===== src/rtl/maj7_pkg.sv =====
// Shared constants, FSM state type and pipeline tap type for the
// 7-input truth-table sweeper.
package maj7_pkg;
  localparam int N_IN    = 7;
  localparam int TT_W    = 128;
  localparam int LAT_MAX = 3;
  localparam int ONES_W  = 8;

  typedef enum logic [1:0] {
    ST_IDLE  = 2'd0,
    ST_SWEEP = 2'd1,
    ST_DRAIN = 2'd2,
    ST_DONE  = 2'd3
  } state_t;

  // one entry of the index delay line: which truth-table bit the FUT
  // response belongs to, and whether it is a real sample
  typedef struct packed {
    logic            vld;
    logic [N_IN-1:0] idx;
  } tap_t;

  // terminal count of the vector counter
  function automatic logic is_last(input logic [N_IN-1:0] v);
    return &v;
  endfunction
endpackage


===== src/rtl/maj7_tt_sweeper_if.sv =====
// Host/FUT-facing bundle of the sweeper. master = host + FUT side,
// slave = sweeper. ones_count exists only with MAJ7_TT_POPCOUNT_EN.
interface maj7_tt_sweeper_if;
  import maj7_pkg::*;

  logic            start;
  logic            abort;
  logic [TT_W-1:0] tt_expected;
  logic [N_IN-1:0] vec_out;
  logic            fut_out;
  logic            busy;
  logic            done;
  logic [TT_W-1:0] tt;
  logic            match;
`ifdef MAJ7_TT_POPCOUNT_EN
  logic [ONES_W-1:0] ones_count;
`endif

  modport master (
    output start, abort, tt_expected, fut_out,
    input  vec_out, busy, done, tt, match
`ifdef MAJ7_TT_POPCOUNT_EN
    , input ones_count
`endif
  );

  modport slave (
    input  start, abort, tt_expected, fut_out,
    output vec_out, busy, done, tt, match
`ifdef MAJ7_TT_POPCOUNT_EN
    , output ones_count
`endif
  );
endinterface


===== src/rtl/maj7_lat_pipe.sv =====
// LAT-deep delay line for the (valid, index) tap, so each FUT response
// lands on the truth-table bit of the vector that produced it.
// LAT = 0 is a straight wire.
module maj7_lat_pipe import maj7_pkg::*; #(
  parameter int LAT = 0
) (
  input  logic clk,
  input  logic rst,
  input  logic flush,
  input  tap_t tap,
  output tap_t tap_d
);
  generate
    if (LAT == 0) begin : g_bypass
      // clock and flush have no work to do without stages
      logic unused_ctl;
      assign unused_ctl = ^{clk, rst, flush};
      assign tap_d = tap;
    end else begin : g_pipe
      logic [LAT:1]           vld_pipe;
      logic [LAT:1][N_IN-1:0] idx_pipe;

      // shift one stage per clock; flush drops everything in flight
      always_ff @(posedge clk) begin
        if (rst || flush) begin
          vld_pipe <= '0;
          idx_pipe <= '0;
        end else begin
          vld_pipe[1] <= tap.vld;
          idx_pipe[1] <= tap.idx;
          for (int i = 2; i <= LAT; i++) begin
            vld_pipe[i] <= vld_pipe[i-1];
            idx_pipe[i] <= idx_pipe[i-1];
          end
        end
      end

      assign tap_d.vld = vld_pipe[LAT];
      assign tap_d.idx = idx_pipe[LAT];
    end
  endgenerate
endmodule


===== src/rtl/maj7_tt_sweeper.sv =====
// Truth-table sweeper: drives all 128 input vectors to a 7-input FUT,
// collects its responses (LAT cycles behind) into tt and compares the
// result against a golden table captured at start.
// Optional: define MAJ7_TT_POPCOUNT_EN to add the ones_count output.
module maj7_tt_sweeper import maj7_pkg::*; #(
  parameter int N_IN = maj7_pkg::N_IN,
  parameter int LAT  = 0
) (
  input logic               clk,
  input logic               rst,
  maj7_tt_sweeper_if.slave  bus
);
  state_t          state, state_nxt;
  logic [N_IN-1:0] cnt;
  logic [TT_W-1:0] tt_q, exp_q;
  logic            done_q;
  logic            go, last, clr;
  tap_t            tap, tap_d;

  // start is only honoured when idle or finished, and abort beats it
  assign go   = bus.start && !bus.abort && (state == ST_IDLE || state == ST_DONE);
  assign last = (state == ST_SWEEP) && is_last(cnt);
  assign clr  = bus.abort || go;

  maj7_lat_pipe #(.LAT(LAT)) u_pipe (
    .clk   (clk),
    .rst   (rst),
    .flush (clr),
    .tap   (tap),
    .tap_d (tap_d)
  );

  // state register
  always_ff @(posedge clk) begin
    if (rst) state <= ST_IDLE;
    else     state <= state_nxt;
  end

  // next state and combinational outputs; DRAIN ends on the last write
  always_comb begin
    state_nxt   = state;
    bus.busy    = (state == ST_SWEEP) || (state == ST_DRAIN);
    bus.vec_out = (state == ST_SWEEP) ? cnt : '0;
    bus.match   = (state == ST_DONE) && (tt_q == exp_q);
    tap.vld     = (state == ST_SWEEP);
    tap.idx     = cnt;
    if (bus.abort) begin
      state_nxt = ST_IDLE;
    end else begin
      case (state)
        ST_IDLE,
        ST_DONE:  if (bus.start) state_nxt = ST_SWEEP;
        ST_SWEEP: if (last) state_nxt = (LAT == 0) ? ST_DONE : ST_DRAIN;
        ST_DRAIN: if (tap_d.vld && is_last(tap_d.idx)) state_nxt = ST_DONE;
        default:  state_nxt = ST_IDLE;
      endcase
    end
  end

  // vector counter; parks at 0 after terminal count instead of wrapping
  always_ff @(posedge clk) begin
    if (rst || clr)              cnt <= '0;
    else if (state == ST_SWEEP)  cnt <= last ? '0 : cnt + 1'b1;
  end

  // truth-table capture at the delayed index
  always_ff @(posedge clk) begin
    if (rst || clr)     tt_q <= '0;
    else if (tap_d.vld) tt_q[tap_d.idx] <= bus.fut_out;
  end

  // golden table latched on an accepted start
  always_ff @(posedge clk) begin
    if (rst)     exp_q <= '0;
    else if (go) exp_q <= bus.tt_expected;
  end

  // single-cycle done on entry to DONE
  always_ff @(posedge clk) begin
    if (rst) done_q <= 1'b0;
    else     done_q <= (state_nxt == ST_DONE) && (state != ST_DONE);
  end

  assign bus.done = done_q;
  assign bus.tt   = tt_q;

`ifdef MAJ7_TT_POPCOUNT_EN
  logic [ONES_W-1:0] ones_q;

  // running count of 1 bits; each bit is written once per sweep
  always_ff @(posedge clk) begin
    if (rst || clr)                    ones_q <= '0;
    else if (tap_d.vld && bus.fut_out) ones_q <= ones_q + 1'b1;
  end

  assign bus.ones_count = ones_q;
`endif
endmodule

===== src/flat_wrapper.sv =====
// flat-port wrapper written by rule: the top's interface ports become plain ports
module maj7_tt_sweeper_flat import maj7_pkg::*;
#(
  parameter int N_IN = maj7_pkg::N_IN,
  parameter int LAT  = 0
)
  (clk, rst, bus_start, bus_abort, bus_tt_expected, bus_fut_out, bus_vec_out, bus_busy, bus_done, bus_tt, bus_match);
  maj7_tt_sweeper_if bus_i ();
  input logic clk;
  input logic rst;
  input wire logic [$bits(bus_i.start)-1:0] bus_start;
  input wire logic [$bits(bus_i.abort)-1:0] bus_abort;
  input wire logic [$bits(bus_i.tt_expected)-1:0] bus_tt_expected;
  input wire logic [$bits(bus_i.fut_out)-1:0] bus_fut_out;
  output wire logic [$bits(bus_i.vec_out)-1:0] bus_vec_out;
  output wire logic [$bits(bus_i.busy)-1:0] bus_busy;
  output wire logic [$bits(bus_i.done)-1:0] bus_done;
  output wire logic [$bits(bus_i.tt)-1:0] bus_tt;
  output wire logic [$bits(bus_i.match)-1:0] bus_match;
  assign bus_i.start = bus_start;
  assign bus_i.abort = bus_abort;
  assign bus_i.tt_expected = bus_tt_expected;
  assign bus_i.fut_out = bus_fut_out;
  assign bus_vec_out = bus_i.vec_out;
  assign bus_busy = bus_i.busy;
  assign bus_done = bus_i.done;
  assign bus_tt = bus_i.tt;
  assign bus_match = bus_i.match;
  maj7_tt_sweeper #(.N_IN(N_IN), .LAT(LAT)) u_core (.clk(clk), .rst(rst), .bus(bus_i));
endmodule

===== config.mk =====
export PLATFORM = sky130hd
export DESIGN_NAME = maj7_tt_sweeper_flat
export DESIGN_NICKNAME = d
export VERILOG_FILES = /design/src/rtl/maj7_pkg.sv /design/src/rtl/maj7_tt_sweeper_if.sv /design/src/rtl/maj7_lat_pipe.sv /design/src/rtl/maj7_tt_sweeper.sv /design/src/flat_wrapper.sv
export SDC_FILE = /design/constraint.sdc
export NUM_CORES = 1
export LEC_CHECK = 0
export ABC_AREA = 1
export BUFFER_PORTS_ARGS = -buffer_cell sky130_fd_sc_hd__buf_2
export CORE_MARGIN = 3
export CORE_UTILIZATION = 49
export CTS_CLUSTER_DIAMETER = 120
export DETAILED_ROUTE_END_ITERATION = 6
export PLACE_DENSITY = 0.76
export SETUP_SLACK_MARGIN = 0.1
export SYNTH_ARGS = -nofsm -noshare
export SYNTH_HDL_FRONTEND = slang
export SYNTH_HIERARCHICAL = 1
export SYNTH_SLANG_ARGS = --single-unit

===== constraint.sdc =====
create_clock -name clk -period 1.81 [get_ports clk]
set_clock_uncertainty 0.15 [all_clocks]
set_input_delay 0.2715 -clock clk [delete_from_list [all_inputs] [get_ports clk]]
set_output_delay 0.2715 -clock clk [all_outputs]
set_load 0.005 [all_outputs]

==> impl_metrics.ini, run 1 <==
[place]
postPlaceCellArea_um2 = 16100
portBuffers = 270
hpwlAfterDp_mm = 39.8
place_congestion = 1.00

[clocking]
cts_buffers = 28
cts_root_buf = clkbuf_16
cts_max_path_buffers = 3
htree_levels = 1
cts_sinks = 266

[global_routing]
grt_max_degree = 79
grt_overflow = 2749
grt_use_total_pct = 102

[die]
floorplan.initialDensity_pct = 50.2
die_h_um = 164
rows = 57
fp.dieW_um = 164
io_pins = 271

[yosys]
synth_most_common_cell = dfxtp_1
synth_top_cell_area_share_pct = 43.3
yosysUniqueCellTypes = 38
yosys-top-cells-count = dfxtp_1, nor2_1, o21ai_0
synth_seq_cells = 266
syn_nets = 1879
netlist_instances = 1742
synth_edf_count = 0
synth_top_flop_cell = dfxtp_1
yosysWarnings = 6
synth_seq_area_share_pct = 43.3
postSynth.asyncResetShare_pct = 0
synthesis.area_um2 = 12300
avgSynthCellArea_um2 = 7.05
yosys-top-cells-area = dfxtp_1, o21ai_0, a21oi_1
synth_top_cell_by_area = dfxtp_1

[run_status]
error = [ERROR GRT-0232] Routing congestion too high. Check the congestion heatmap in the GUI.
lastStage = global routing
status = stopped before the end

[sta]
worst_endpoint = bus_match
endpoint_type = primary output
-- logic make-up after synthesis --
group                    after synthesis  share of synthesized area, %
AO/OA/AOI/OAI                        462                          19.0
buffers and inverters                286                          10.1
adder cells (fa/ha/maj)                4                         0.407
XOR/XNOR                              29                          2.07
AND/OR/NAND/NOR                      695                          25.1
flip-flops                           266                          43.3
-- per-stage QoR --
| stage | setup TNS, ns | cells | setup slack, ns | utilization [%] |
|---|---|---|---|---|
| after floorplan | 0 | 1742 | 0.0677 | - |
| after global placement | -10.42 | 2550 | -0.349 | 65.7 |
| after detailed placement | -15.12 | 2550 | -0.383 | 65.7 |
| after CTS | -53.43 | 2831 | -0.660 | 89.4 |
-- repair_timing --
| action | CTS |
|---|---|
| endpoints found under the setup margin | 273 |
| pin swaps | 117 |
| hold endpoints to repair | 131 |
| hold buffers | 130 |
| buffers inserted | 68 |
| gates cloned | 36 |
| resized for setup | 619 |
-- metal layers --
metal,GRT overflow,GRT usage (%)
met1,30,88.3
met4,533,115
met3,27,75.4
met2,2158,138
met5,1,38.1
==> run 2, diff against run 1 <==
--- a/config.mk
+++ b/config.mk
@@ -8,11 +8,9 @@
 export ABC_AREA = 1
 export BUFFER_PORTS_ARGS = -buffer_cell sky130_fd_sc_hd__buf_2
 export CORE_MARGIN = 3
-export CORE_UTILIZATION = 49
-export CTS_CLUSTER_DIAMETER = 120
+export CORE_UTILIZATION = 40
 export DETAILED_ROUTE_END_ITERATION = 6
-export PLACE_DENSITY = 0.76
-export SETUP_SLACK_MARGIN = 0.1
+export PLACE_DENSITY_LB_ADDON = 0.15
 export SYNTH_ARGS = -nofsm -noshare
 export SYNTH_HDL_FRONTEND = slang
 export SYNTH_HIERARCHICAL = 1
==> constraint.sdc (replaced) <==
create_clock -name clk -period 2.35 [get_ports clk]
set_clock_uncertainty 0.15 [all_clocks]
set_input_delay 0.3525 -clock clk [delete_from_list [all_inputs] [get_ports clk]]
set_output_delay 0.3525 -clock clk [all_outputs]
set_load 0.005 [all_outputs]
==> run 2 against run 1 <==
Against the previous run: the flow now finishes, with violations (setup timing); synthesized area unchanged; synthesized cell count unchanged.
==> impl_metrics.ini, run 2 <==
[global_routing]
grt_max_degree = 115
grtUsageMet2_pct = 46.7
grt_use_met3_pct = 6.66
use_met1_pct = 42.6
grt-busiest-layer = met2
grt_pass1_vias = 12678
grt_overflow = 0
grt_first_pass_wirelength_mm = 77.4
antenna_found_initial = 0
grt_use_total_pct = 30.6

[routing]
drt_wl_total_mm = 52.9
vias = 13559
ant_nets = 0
vias_per_cell = 5.32
drt_iter0_drc = 1638
drt-pass1-iter-count = 6
drc = 0
wl_per_cell_um = 20.8

[yosys]
synth_most_common_cell = dfxtp_1
synth_edf_count = 0
postSynth.asyncResetShare_pct = 0
synth_top_flop_cell = dfxtp_1
yosysWarnings = 6
yosys-top-cells-count = dfxtp_1, nor2_1, o21ai_0
netlist_instances = 1742
syn_nets = 1879
yosysUniqueCellTypes = 38
synth_top_cell_by_area = dfxtp_1
synth_seq_area_share_pct = 43.3
yosys-top-cells-area = dfxtp_1, o21ai_0, a21oi_1
avgSynthCellArea_um2 = 7.05
synth_seq_cells = 266
synth_top_cell_area_share_pct = 43.3
synthesis.area_um2 = 12300

[clocking]
cts_max_path_buffers = 3
htree_levels = 1
cts_root_buf = clkbuf_16
cts.clk_slew.worst_paths_ns = 0.06
cts_tree = done
cts_sinks = 266
cts_buffers = 29
clkLatencyLatePin_ns = 0.54

[setup_path]
r2r_setup_slack_ns = 0.10
required_ns = 1.85
cp_cell_sequence = nand2_1, o21ai_0, nor2_1, nand2_1, nor2_1, nand2_1, nor2_4, nand3_2, nor2_4, buf_2
cp-end-kind = primary output
startpoint = u_core/exp_q[31]$_SDFFE_PP0P_
r2r_cells = 7
cp_num_buf_inv = 1
cp.arrival_ns = 2.08
start_kind = flip-flop
critical_path_class = flip-flop to primary output
reg2reg_from = u_core/state[0]$_SDFF_PP0_
crit_end = bus_match
cpMostUsedCell = nand2_1
slowest_stage = dfxtp_1
crit_cells = 10
reg2reg_to = u_core/exp_q[33]$_SDFFE_PP0P_
critical_path.max_fanout = 3
cp_slowest_stage_delay_ns = 0.37
cp_top_family = simple AND/OR/NAND/NOR gates

[sta]
maxSlewViolCount = 0
setup_viol = 1
finalWorstSetupSlack_ns = -0.229
post-route-min-period_ns = 2.58
period_share_pct = 110
fmax_mhz = 388
worst_pin_slew_ns = 0.694
final-hold-violation-count = 0
fin_tns_setup_ns = -0.229
rsz0062_at_grt = yes
max_slew_margin_pct = 53.7

[cells_and_area]
diodes = 0
fin_nets = 2276
layout_commonest_cell = buf_2
mostFrequentLayoutCells = buf_2, o21ai_0, nor2_1, nand2_1, dfxtp_1
post-route-util_pct = 55.9
syn_to_final_growth_pct = 36.3
drive_gt1_share_pct = 27.6
fin_area_um2 = 16700

[place]
postPlaceCellArea_um2 = 14300
portBuffers = 270
place_congestion = 0.949
hpwlAfterDp_mm = 38.4

[die]
dieArea_um2 = 32900
die_h_um = 181
rows = 63
fp.dieW_um = 181
floorplan.initialDensity_pct = 41.0
core_area_um2 = 30000
io_pins = 271

[power_and_ir_drop]
switching_share_pct = 26.0
comb_power_share_pct = 12.4
leakage_nw = 6.90
vdd_drop_max_uv = 481
intPower_mw = 7.86
clkPwrFrac_pct = 42.4
p_seq_share_pct = 45.2
power.switching_mw = 2.76
powerDensity_nw_per_um2 = 634

[run_status]
status = complete, but fails checks
violations = setup timing

[hold_path]
min_path_type = input port to flip-flop

[run]
cap_violations = 0
-- run 2: cell counts after synthesis --
No cell type changed its count.
-- run 2: final cells by class --
| type | instances | area [um2] |
|---|---|---|
| clock inverter | 8 | 90.1 |
| inverter | 193 | 728 |
| multi-input combinational | 1190 | 5980 |
| tap | 390 | 488 |
| sequential | 266 | 5450 |
| timing repair buffer | 459 | 3180 |
| clock buffer | 44 | 832 |
| fill | 2902 | 13200 |
-- run 2: through the flow --
stage | worst slack, ns | hold slack (ns) | instances | power, mW
2_1_floorplan | 0.550 | 0.275 | 1742 | 5.50
3_3_place_gp | -0.0908 | 0.308 | 2377 | 5.96
3_5_place_dp | -0.0493 | 0.312 | 2377 | 5.97
4_1_cts | -0.185 | 0.00407 | 2549 | 10.6
5_1_grt | -0.278 | 0.0386 | 2550 | 11.0
6_report | -0.229 | 0.0166 | 2550 | 10.6
-- run 2: worst register-to-register path: cells and delay by family (launching register included) --
family	cells	cell delay [ns]
DFF	1	0.35
buffers and inverters	3	0.46
adders and majority gates	1	0.39
and+or+nand+nor	2	0.28
AOI/OAI and AO/OA	1	0.49
-- run 2: layer usage --
metal  up-vias  part of all wire, %
met2       727                   43
li1       6492                    -
met1      6235                   43
met5         -                    0
met4         0                  4.1
met3       105                   10
-- run 2: logic make-up (layout without fill, tap and decap cells) --
| logic type | after synthesis | count (layout) | share of synthesized area, % |
|---|---|---|---|
| simple gates | 695 | 695 | 25.1 |
| buf+inv | 286 | 704 | 10.1 |
| fa+ha+maj | 4 | 4 | 0.407 |
| compound gates | 462 | 462 | 19.0 |
| xor+xnor | 29 | 29 | 2.07 |
| flops | 266 | 266 | 43.3 |
-- run 2: power groups by stage --
| stage | Combinational (mW) | Sequential, mW | Clock [mW] |
|---|---|---|---|
| 2_1_floorplan | 0.652 | 4.85 | 0 |
| 3_3_place_gp | 1.06 | 4.90 | 0 |
| 3_5_place_dp | 1.07 | 4.90 | 0 |
| 4_1_cts | 1.25 | 4.80 | 4.55 |
| 5_1_grt | 1.43 | 4.82 | 4.73 |
| 6_report | 1.31 | 4.81 | 4.50 |
-- run 2: how the worst min path moves through the flow --
stage / from / depth (start not counted) / slack [ns] / end
after floorplan: rst / 1 / 0.27 / u_core/state[1]$_SDFF_PP0_
after global placement: u_core/exp_q[48]$_SDFFE_PP0P_ / 2 / 0.31 / u_core/exp_q[48]$_SDFFE_PP0P_
after CTS: bus_tt_expected[4] / 3 / 0.004 / u_core/exp_q[4]$_SDFFE_PP0P_
after global routing: bus_tt_expected[37] / 3 / 0.04 / u_core/exp_q[37]$_SDFFE_PP0P_
final: bus_tt_expected[20] / 3 / 0.02 / u_core/exp_q[20]$_SDFFE_PP0P_
after detailed placement: u_core/exp_q[53]$_SDFFE_PP0P_ / 2 / 0.31 / u_core/exp_q[53]$_SDFFE_PP0P_
-- run 2: repair_timing --
action | 4_1_cts | 5_1_grt
hold endpoints to repair | 115 | 0
hold buffers | 114 | 0
pin swaps | 27 | 33
endpoints found under the setup margin | 1 | 10
resized for setup | 112 | 83
setup buffers | 7 | 1
Note: power is estimated with default switching activity, not from simulation.
